<file path="config.mk">
export PLATFORM = sky130hd
export DESIGN_NAME = seg_scan_driver_flat
export DESIGN_NICKNAME = d
export VERILOG_FILES = /design/src/rtl/seg_scan_driver_if.sv /design/src/rtl/seg_scan_driver.sv /design/src/flat_wrapper.sv
export SDC_FILE = /design/constraint.sdc
export NUM_CORES = 1
export LEC_CHECK = 0
export ABC_CLOCK_PERIOD_IN_PS = 9650
export BUFFER_PORTS_ARGS = -buffer_cell sky130_fd_sc_hd__buf_4
export CORE_MARGIN = 3
export CORE_UTILIZATION = 62
export DETAILED_ROUTE_END_ITERATION = 10
export PLACE_DENSITY = 0.85
export SLEW_MARGIN = 25
export SYNTH_ARGS = -nofsm -noshare
export SYNTH_HDL_FRONTEND = slang
export SYNTH_SLANG_ARGS = --single-unit
</file>
<file path="constraint.sdc">
create_clock -name clk -period 9.65 [get_ports clk]
set_clock_uncertainty 0.15 [all_clocks]
set_input_delay 0.4825 -clock clk [delete_from_list [all_inputs] [get_ports clk]]
set_output_delay 0.4825 -clock clk [all_outputs]
set_load 0.05 [all_outputs]
</file>
<file path="src/rtl/seg_scan_driver_if.sv">
// Bus between the timer datapath and the 7-segment scanner.
// The master drives the display content; the slave (the scanner) returns the pin drive.
interface seg_scan_driver_if #(
    parameter int DIGITS   = 8,
    parameter int BRIGHT_W = 4
);
    logic [4*DIGITS-1:0] digits;
    logic [DIGITS-1:0]   dot;
    logic [DIGITS-1:0]   blink;
    logic [DIGITS-1:0]   blank;
    logic [BRIGHT_W-1:0] brightness;
    logic [7:0]          seg;
    logic [DIGITS-1:0]   an;
    logic                frame_tick;

    modport master (
        output digits, dot, blink, blank, brightness,
        input  seg, an, frame_tick
    );

    modport slave (
        input  digits, dot, blink, blank, brightness,
        output seg, an, frame_tick
    );
endinterface

</file>
<file path="src/rtl/seg_scan_driver.sv">
// Multiplexed common-anode 7-segment scanner with a frame-synchronous input
// snapshot, an inter-digit ghosting guard, PWM brightness, a blink and blank
// mask per digit, and selectable pin polarity. Every output is registered.
module seg_scan_driver #(
    parameter int DIGITS         = 8,
    parameter int SCAN_LOG2      = 13,
    parameter int GUARD          = 64,
    parameter int BRIGHT_W       = 4,
    parameter int BLINK_DIV      = 25000000,
    parameter bit AN_ACTIVE_LOW  = 1'b1,
    parameter bit SEG_ACTIVE_LOW = 1'b1
) (
    input  logic              clk,
    input  logic              reset,
    seg_scan_driver_if.slave  bus
);
    localparam int IDX_W = (DIGITS > 1) ? $clog2(DIGITS) : 1;
    localparam int BC_W  = $clog2(BLINK_DIV);
    localparam logic [7:0]        SEG_OFF = SEG_ACTIVE_LOW ? 8'hFF : 8'h00;
    localparam logic [DIGITS-1:0] AN_OFF  = AN_ACTIVE_LOW ? '1 : '0;

    logic [SCAN_LOG2-1:0]    r_div_cnt;
    logic [IDX_W-1:0]        r_idx;
    logic [BC_W-1:0]         r_blink_cnt;
    logic                    r_blink_phase;
    logic                    r_primed;
    logic [DIGITS-1:0][3:0]  r_sh_digits;
    logic [DIGITS-1:0]       r_sh_dot;
    logic [DIGITS-1:0]       r_sh_blink;
    logic [DIGITS-1:0]       r_sh_blank;
    logic [BRIGHT_W-1:0]     r_sh_bright;
    logic [7:0]              r_seg;
    logic [DIGITS-1:0]       r_an;
    logic                    r_frame_tick;

    logic                    w_slot_end;
    logic                    w_last_idx;
    logic                    w_frame_end;
    logic                    w_load;
    logic [BRIGHT_W-1:0]     w_phase;
    logic                    w_lit;
    logic [7:0]              w_seg_hi;
    logic [DIGITS-1:0]       w_onehot;

    // Active-high g..a glyphs for hex digits, including the A-F letters.
    function automatic logic [6:0] glyph(input logic [3:0] v);
        case (v)
            4'h0: glyph = 7'h3F;  4'h1: glyph = 7'h06;
            4'h2: glyph = 7'h5B;  4'h3: glyph = 7'h4F;
            4'h4: glyph = 7'h66;  4'h5: glyph = 7'h6D;
            4'h6: glyph = 7'h7D;  4'h7: glyph = 7'h07;
            4'h8: glyph = 7'h7F;  4'h9: glyph = 7'h6F;
            4'hA: glyph = 7'h77;  4'hB: glyph = 7'h7C;
            4'hC: glyph = 7'h39;  4'hD: glyph = 7'h5E;
            4'hE: glyph = 7'h79;  default: glyph = 7'h71;
        endcase
    endfunction

    assign w_slot_end  = &r_div_cnt;
    assign w_last_idx  = (r_idx == IDX_W'(DIGITS - 1));
    assign w_frame_end = w_slot_end && w_last_idx;
    assign w_load      = !r_primed || w_frame_end;
    // Upper bits of the slot counter act as the PWM ramp within each slot.
    assign w_phase     = r_div_cnt[SCAN_LOG2-1 -: BRIGHT_W];
    // Blank wins over blink; the guard window keeps anodes off while segments change.
    assign w_lit       = (r_div_cnt >= SCAN_LOG2'(GUARD))
                      && (w_phase <= r_sh_bright)
                      && !r_sh_blank[r_idx]
                      && !(r_sh_blink[r_idx] && !r_blink_phase);
    assign w_seg_hi    = {r_sh_dot[r_idx], glyph(r_sh_digits[r_idx])};
    assign w_onehot    = DIGITS'(1) << r_idx;

    // Slot divider and digit index; the index wraps at the last digit.
    always_ff @(posedge clk or posedge reset) begin
        if (reset) begin
            r_div_cnt <= '0;
            r_idx     <= '0;
        end else begin
            r_div_cnt <= r_div_cnt + SCAN_LOG2'(1);
            if (w_slot_end)
                r_idx <= w_last_idx ? '0 : r_idx + IDX_W'(1);
        end
    end

    // Free-running blink timer, deliberately not tied to the frame cadence.
    always_ff @(posedge clk or posedge reset) begin
        if (reset) begin
            r_blink_cnt   <= '0;
            r_blink_phase <= 1'b1;
        end else if (r_blink_cnt == BC_W'(BLINK_DIV - 1)) begin
            r_blink_cnt   <= '0;
            r_blink_phase <= !r_blink_phase;
        end else begin
            r_blink_cnt   <= r_blink_cnt + BC_W'(1);
        end
    end

    // Shadow copy of the display inputs, refreshed only at frame boundaries so a frame never tears.
    always_ff @(posedge clk or posedge reset) begin
        if (reset) begin
            r_primed    <= 1'b0;
            r_sh_digits <= '0;
            r_sh_dot    <= '0;
            r_sh_blink  <= '0;
            r_sh_blank  <= '1;
            r_sh_bright <= '0;
        end else if (w_load) begin
            r_primed    <= 1'b1;
            r_sh_digits <= bus.digits;
            r_sh_dot    <= bus.dot;
            r_sh_blink  <= bus.blink;
            r_sh_blank  <= bus.blank;
            r_sh_bright <= bus.brightness;
        end
    end

    // Registered pin drive: at most one anode is ever enabled.
    always_ff @(posedge clk or posedge reset) begin
        if (reset) begin
            r_an         <= AN_OFF;
            r_seg        <= SEG_OFF;
            r_frame_tick <= 1'b0;
        end else begin
            r_frame_tick <= w_frame_end;
            if (w_lit) begin
                r_an  <= AN_ACTIVE_LOW ? ~w_onehot : w_onehot;
                r_seg <= SEG_ACTIVE_LOW ? ~w_seg_hi : w_seg_hi;
            end else begin
                r_an  <= AN_OFF;
                r_seg <= SEG_OFF;
            end
        end
    end

    assign bus.an         = r_an;
    assign bus.seg        = r_seg;
    assign bus.frame_tick = r_frame_tick;
endmodule

</file>
<file path="src/flat_wrapper.sv">
// flat-port wrapper written by rule: the top's interface ports become plain ports
module seg_scan_driver_flat 
#(
    parameter int DIGITS         = 8,
    parameter int SCAN_LOG2      = 13,
    parameter int GUARD          = 64,
    parameter int BRIGHT_W       = 4,
    parameter int BLINK_DIV      = 25000000,
    parameter bit AN_ACTIVE_LOW  = 1'b1,
    parameter bit SEG_ACTIVE_LOW = 1'b1
)
  (clk, reset, bus_digits, bus_dot, bus_blink, bus_blank, bus_brightness, bus_seg, bus_an, bus_frame_tick);
  seg_scan_driver_if #(.DIGITS(DIGITS), .BRIGHT_W(BRIGHT_W)) bus_i ();
  input  logic clk;
  input  logic reset;
  input wire logic [$bits(bus_i.digits)-1:0] bus_digits;
  input wire logic [$bits(bus_i.dot)-1:0] bus_dot;
  input wire logic [$bits(bus_i.blink)-1:0] bus_blink;
  input wire logic [$bits(bus_i.blank)-1:0] bus_blank;
  input wire logic [$bits(bus_i.brightness)-1:0] bus_brightness;
  output wire logic [$bits(bus_i.seg)-1:0] bus_seg;
  output wire logic [$bits(bus_i.an)-1:0] bus_an;
  output wire logic [$bits(bus_i.frame_tick)-1:0] bus_frame_tick;
  assign bus_i.digits = bus_digits;
  assign bus_i.dot = bus_dot;
  assign bus_i.blink = bus_blink;
  assign bus_i.blank = bus_blank;
  assign bus_i.brightness = bus_brightness;
  assign bus_seg = bus_i.seg;
  assign bus_an = bus_i.an;
  assign bus_frame_tick = bus_i.frame_tick;
  seg_scan_driver #(.DIGITS(DIGITS), .SCAN_LOG2(SCAN_LOG2), .GUARD(GUARD), .BRIGHT_W(BRIGHT_W), .BLINK_DIV(BLINK_DIV), .AN_ACTIVE_LOW(AN_ACTIVE_LOW), .SEG_ACTIVE_LOW(SEG_ACTIVE_LOW)) u_core (.clk(clk), .reset(reset), .bus(bus_i));
endmodule
</file>
Yosys cells after proc, flatten, opt, wreduce, memory -nomap -nowiden
Memory sizes are Yosys's and may differ from the RTL's.
Cells that the tools add are included.
{ "op_classes": {"addsub": 3, "n_mul": 0, "div_mod_pow": 0, "n_lt_le_gt_ge": 3, "eq_ne": 2, "shift": 1, "mux": 12, "bitwise": 2, "reduce_logical": 11} }
{ "op_table": {"columns": ["op", "count"], "rows": [
  ["$add 25x1->25 const B", 1],
  ["$eq 25x25->1 const B", 1],
  ["$mux 25", 1],
  ["$mux 8", 2],
  ["$not 8->8", 2],
  ["$add 13x1->13 const B", 1],
  ["$ge 13x7->1 const B", 1],
  ["$reduce_and 13->1", 1],
  ["$bmux 4 s3", 1],
  ["$bmux 1 s3", 3],
  ["$shl 1x3->8 const A", 1],
  ["$logic_and 1x1->1", 5],
  ["$le 4x4->1", 1],
  ["$logic_not 1->1", 4],
  ["$lt 3x4->1 const B", 1],
  ["$mux 4", 1],
  ["$add 3x1->3 const B", 1],
  ["$eq 3x3->1 const B", 1],
  ["$mux 1", 3],
  ["$mux 3", 1],
  ["$logic_or 1x1->1", 1]
]} }
{ "totals": {"reg_bits": 120, "latchBits": 0, "ram_bits": 0, "rom_bits": 112, "in_bits": 62, "word_cells": 55, "memories": 1} }
{ "memory_table": {"columns": ["name", "depth", "word_bits", "rd", "rd_ports_with_merged_regs", "wr", "line_no", "rtl"], "rows": [
  ["(name not given)", 16, 7, 1, 0, 0, "seg_scan_driver.sv:47", "case (v)"]
]} }

Depth between registers and ports, before layout
{ "logic_depth": {"ltp_word": 6, "depth_mapped": 10} }

Worst setup path after synthesis
No wires, ideal clock.
{ "synth_path": {"path_kind": "reg2reg", "startpoint": "register u_core.r_idx[0]", "endpoint": "register u_core.r_seg[3] (netlist: u_core.bus.seg[3])", "setup_time_ns": 0.105, "arrival_ns": 2.173, "setup_slack_ns": 7.222, "stages_incl_launch_ff": 10, "path_buffers": 1, "path_cell_list": "dfrtp_1 -> buf_6 -> mux4_1 -> mux2i_1 -> inv_1 -> ha_1 -> inv_1 -> nor2_1 -> a211oi_1 -> o21ai_0"} }
{ "synth_between": {"elab_chain_len": 6, "word_cells_on_any_way": 14, "classes_between": "mux (7); bitwise (1); reduce/logical (5); memory (1)"} }
{ "synth_lines": {"columns": ["element", "line_no", "rtl"], "rows": [
  ["from (decl)", "seg_scan_driver.sv:23", "logic [IDX_W-1:0] r_idx;"],
  ["from (signal assigned)", "seg_scan_driver.sv:81", "r_idx <= w_last_idx ? '0 : r_idx + IDX_W'(1);"],
  ["branches (longest 5 deep; another with $mem_v2 16x7)", null, null],
  ["$mux 8 (*)", "seg_scan_driver.sv:125", "if (w_lit) begin"],
  ["to (signal assigned)", "seg_scan_driver.sv:127", "r_seg <= SEG_ACTIVE_LOW ? ~w_seg_hi : w_seg_hi;"],
  ["to (decl)", "seg_scan_driver.sv:32", "logic [7:0] r_seg;"]
]} }
Mark *: on every way between the ends. The select of a mux whose other input is x is not followed.
A chain may end at the register's enable or synchronous reset.

Worst setup path after layout
Same ends and word-level chain as after synthesis.

==> qor.txt <==
Status: finished, final reports clean
Final Setup Violations: 0
Die W: 101 µm
Leakage power: 0.00305 µW
Share of cells above drive strength 1: 38.2%
Vias/cell: 5.88
Synth top area share: 42.4%
Area of the core: 8760 µm²
Slew Viols, Final: 0
CP Data Arrival Time: 3.45 ns
Max VDD drop: 128 µV
Clock slew at reported path FFs: 0.06 ns
# fillers: 499
Clk_lat worst skew: 0.51 ns
Clock Path Buffers: 2
MaxCap Viol Count: 0
Routed Antenna Nets: 0
I/O Pins: 79
Primary FF master, synth: dfrtp_1
Worst r2r src: u_core.r_idx[0]$_DFFE_PP0N_
DRT iter0 DRCs: 182
Total number of vias: 3688
Gpl congestion: 0.787
Synth top cells by count: dfrtp_1 (95), mux2_2 (48), nand3_1 (27), dfstp_2 (25), nor2_1 (24)
Clock buffer count from CTS: 17
DPL Wire Length: 7620 µm
Sum of negative setup slack: 0 ns
Worst Tran Pin Value: 0.851 ns
Fin worst setup slack: 6.44 ns
Die height: 101 µm
Cell Area, Synth: 5600 µm²
Most numerous cell in the Yosys netlist: dfrtp_1
Post-CTS sizing: 0
WL final: 12000 µm
Final min period: 3.21 ns
Hold Crit Class: in -> reg
Seq cells post-synth: 120
Mapped Cells: 422
Initial Util: 63.9%
Critical Path Source Type: flop
CP Class: reg -> reg
Hold Violations, Final: 0
Slew HR: 43.3%
Grt total ovfl: 0
RSZ-0062 raised after global routing: false
Die area: 10200 µm²
Crit. End Element: flop
Worst Path Required: 9.89 ns
Critical path origin: u_core.r_idx[0]$_DFFE_PP0N_
CTS tree: built
Syn_nets: 503
Root buffer cell: clkbuf_8
Nets: 587
Area grow syn2layout: 22.8%
Port-buffer cells: 78
Total GRT Usage: 25.2%
Hold WS: 0.0371 ns
Final Cycle Share: 33.3%
Dpl ws: 6.55 ns
EDFF count, synth: 0
Diode count: 0
Vias in the first global route: 3999
Maximum clock frequency: 312 MHz
Drt drc: 0
Synth warn: 0
Post-CTS setup buffers: 0
PD cells: 195 nW/µm²
First-pass GRT wire length: 19700 µm
Crit Path Max Fanout: 14
Hold-fix buffers at CTS: 1
Average routed wire per standard cell: 19.1 µm
Cell Rows: 34
Unique masters post-synth: 43
Hold path start: bus_blink[1]
Largest net degree at the start of global routing: 65
DR pass1 iterations: 4
Top post-synthesis cells by area: dfrtp_1 (42%), dfstp_2 (12%), mux2_2 (9.6%), ha_1 (4.2%), mux4_1 (4.2%)
Async S/R FF share, synth: 100%
Post-synthesis sequential area ratio: 54.1%
Clock sinks: 120
Avg Inst Size Synth: 13.3 µm²
Initial antenna violation count: 0
H-tree Lvls: 4
Synth area leader: dfrtp_1
==> per-layer routing <==
metal / wire (µm) / track usage, % / vias up
met5: 0 / 0 / -
li1: - / - / 1671
met2: 6190 / 42.4 / 137
met3: 674 / 6.92 / 34
met4: 336 / 9.61 / 0
met1: 4800 / 31.0 / 1846
==> cell families after synthesis <==
group                      Yosys count  share of synthesized area (%)
other                                1                         0.0669
buffers and inverters               32                           3.48
adders and majority gates           19                           4.24
muxes                               81                           19.8
DFF                                120                           54.1
AOI/OAI and AO/OA                   20                           2.57
and+or+nand+nor                    115                           10.4
xor gates and xnor gates            34                           5.31
==> layout make-up <==
cell class	instances	area (µm²)	area share, %
flip-flops and latches	120	3030	44.1
multi-input cells	270	2380	34.6
repair buffers	81	611	8.87
clock buffers	19	442	6.42
clock inverters	13	215	3.13
well taps	108	135	1.96
inverters	16	62.6	0.909
==> critical path, stage by stage (launching register included) <==
cell and delay, ns:
dfrtp_1 0.82, mux4_1 0.64, mux2i_1 0.51, inv_1 0.19, ha_1 0.23, inv_1 0.07
nor2_1 0.07, a211oi_1 0.28, o21ai_0 0.13
==> layout by cell type, fill, tap and decap left out, drive strengths merged, types with 2 or more instances in the layout <==
master  Yosys  routed
xor2       12      12
nor2b       3       3
inv        15      18
and2        2       2
and4        2       2
a21oi       5       5
nor4        6       6
nand4       7       7
clkinv      1       5
nor3        9       9
o211ai      2       2
nor2       24      24
dfstp      25      25
and3        8       8
clkbuf      3      19
ha         19      19
dfrtp      95      95
mux2       60      60
nor4b       2       2
bufinv      0       5
buf        13      80
mux4       14      14
nand3      27      27
xnor2      22      22
o21ai       7       7
nand2      21      21
mux2i       7       7
a211oi      2       2
==> sequential cells by signal (all words and copies together) (netlist names) <==
register,flops
u_core.r_blink_cnt,25
u_core.r_div_cnt,13
u_core.r_primed,1
u_core.bus.seg,8
u_core.r_idx,3
u_core.bus.an,8
u_core.r_blink_phase,1
u_core.r_sh_blink,8
u_core.bus.frame_tick,1
u_core.r_sh_dot,8
u_core.r_sh_digits,32
u_core.r_sh_bright,4
u_core.r_sh_blank,8
==> per-stage QoR <==
| step | total power, µW | area [µm²] | cells | util, % |
|---|---|---|---|---|
| 3_5_place_dp | 649 | 6210 | 594 | 70.8 |
| 3_3_place_gp | 642 | 6210 | 594 | 70.8 |
| 4_1_cts | 1350 | 6870 | 627 | 78.4 |
| 5_1_grt | 1390 | 6880 | 627 | 78.6 |
| 6_report | 1340 | 6880 | 627 | 78.6 |
| 2_1_floorplan | 613 | 5600 | 422 | - |
==> power breakdown <==
part	switching (µW)	total [µW]	internal (µW)
Clock	236	699	463
Combinational	46.2	99.4	53.2
Sequential	13.7	545	532
==> final timing paths <==
kind	endpoint	slack (ns)	depth (start not counted)
setup / recovery	u_core.bus.seg[3]$_DFF_PP1_	6.44	8
hold / removal	u_core.r_sh_blink[1]$_DFFE_PP0P_	0.04	2
setup reg to reg	u_core.bus.seg[3]$_DFF_PP1_	6.44	8
hold reg to reg	u_core.r_sh_digits[20]$_DFFE_PP0P_	0.34	1
max in group asynchronous	u_core.r_sh_dot[6]$_DFFE_PP0P_	7.60	4
min in group asynchronous	u_core.r_sh_bright[1]$_DFFE_PP0P_	0.50	3
(Power assumes the default switching activity.)
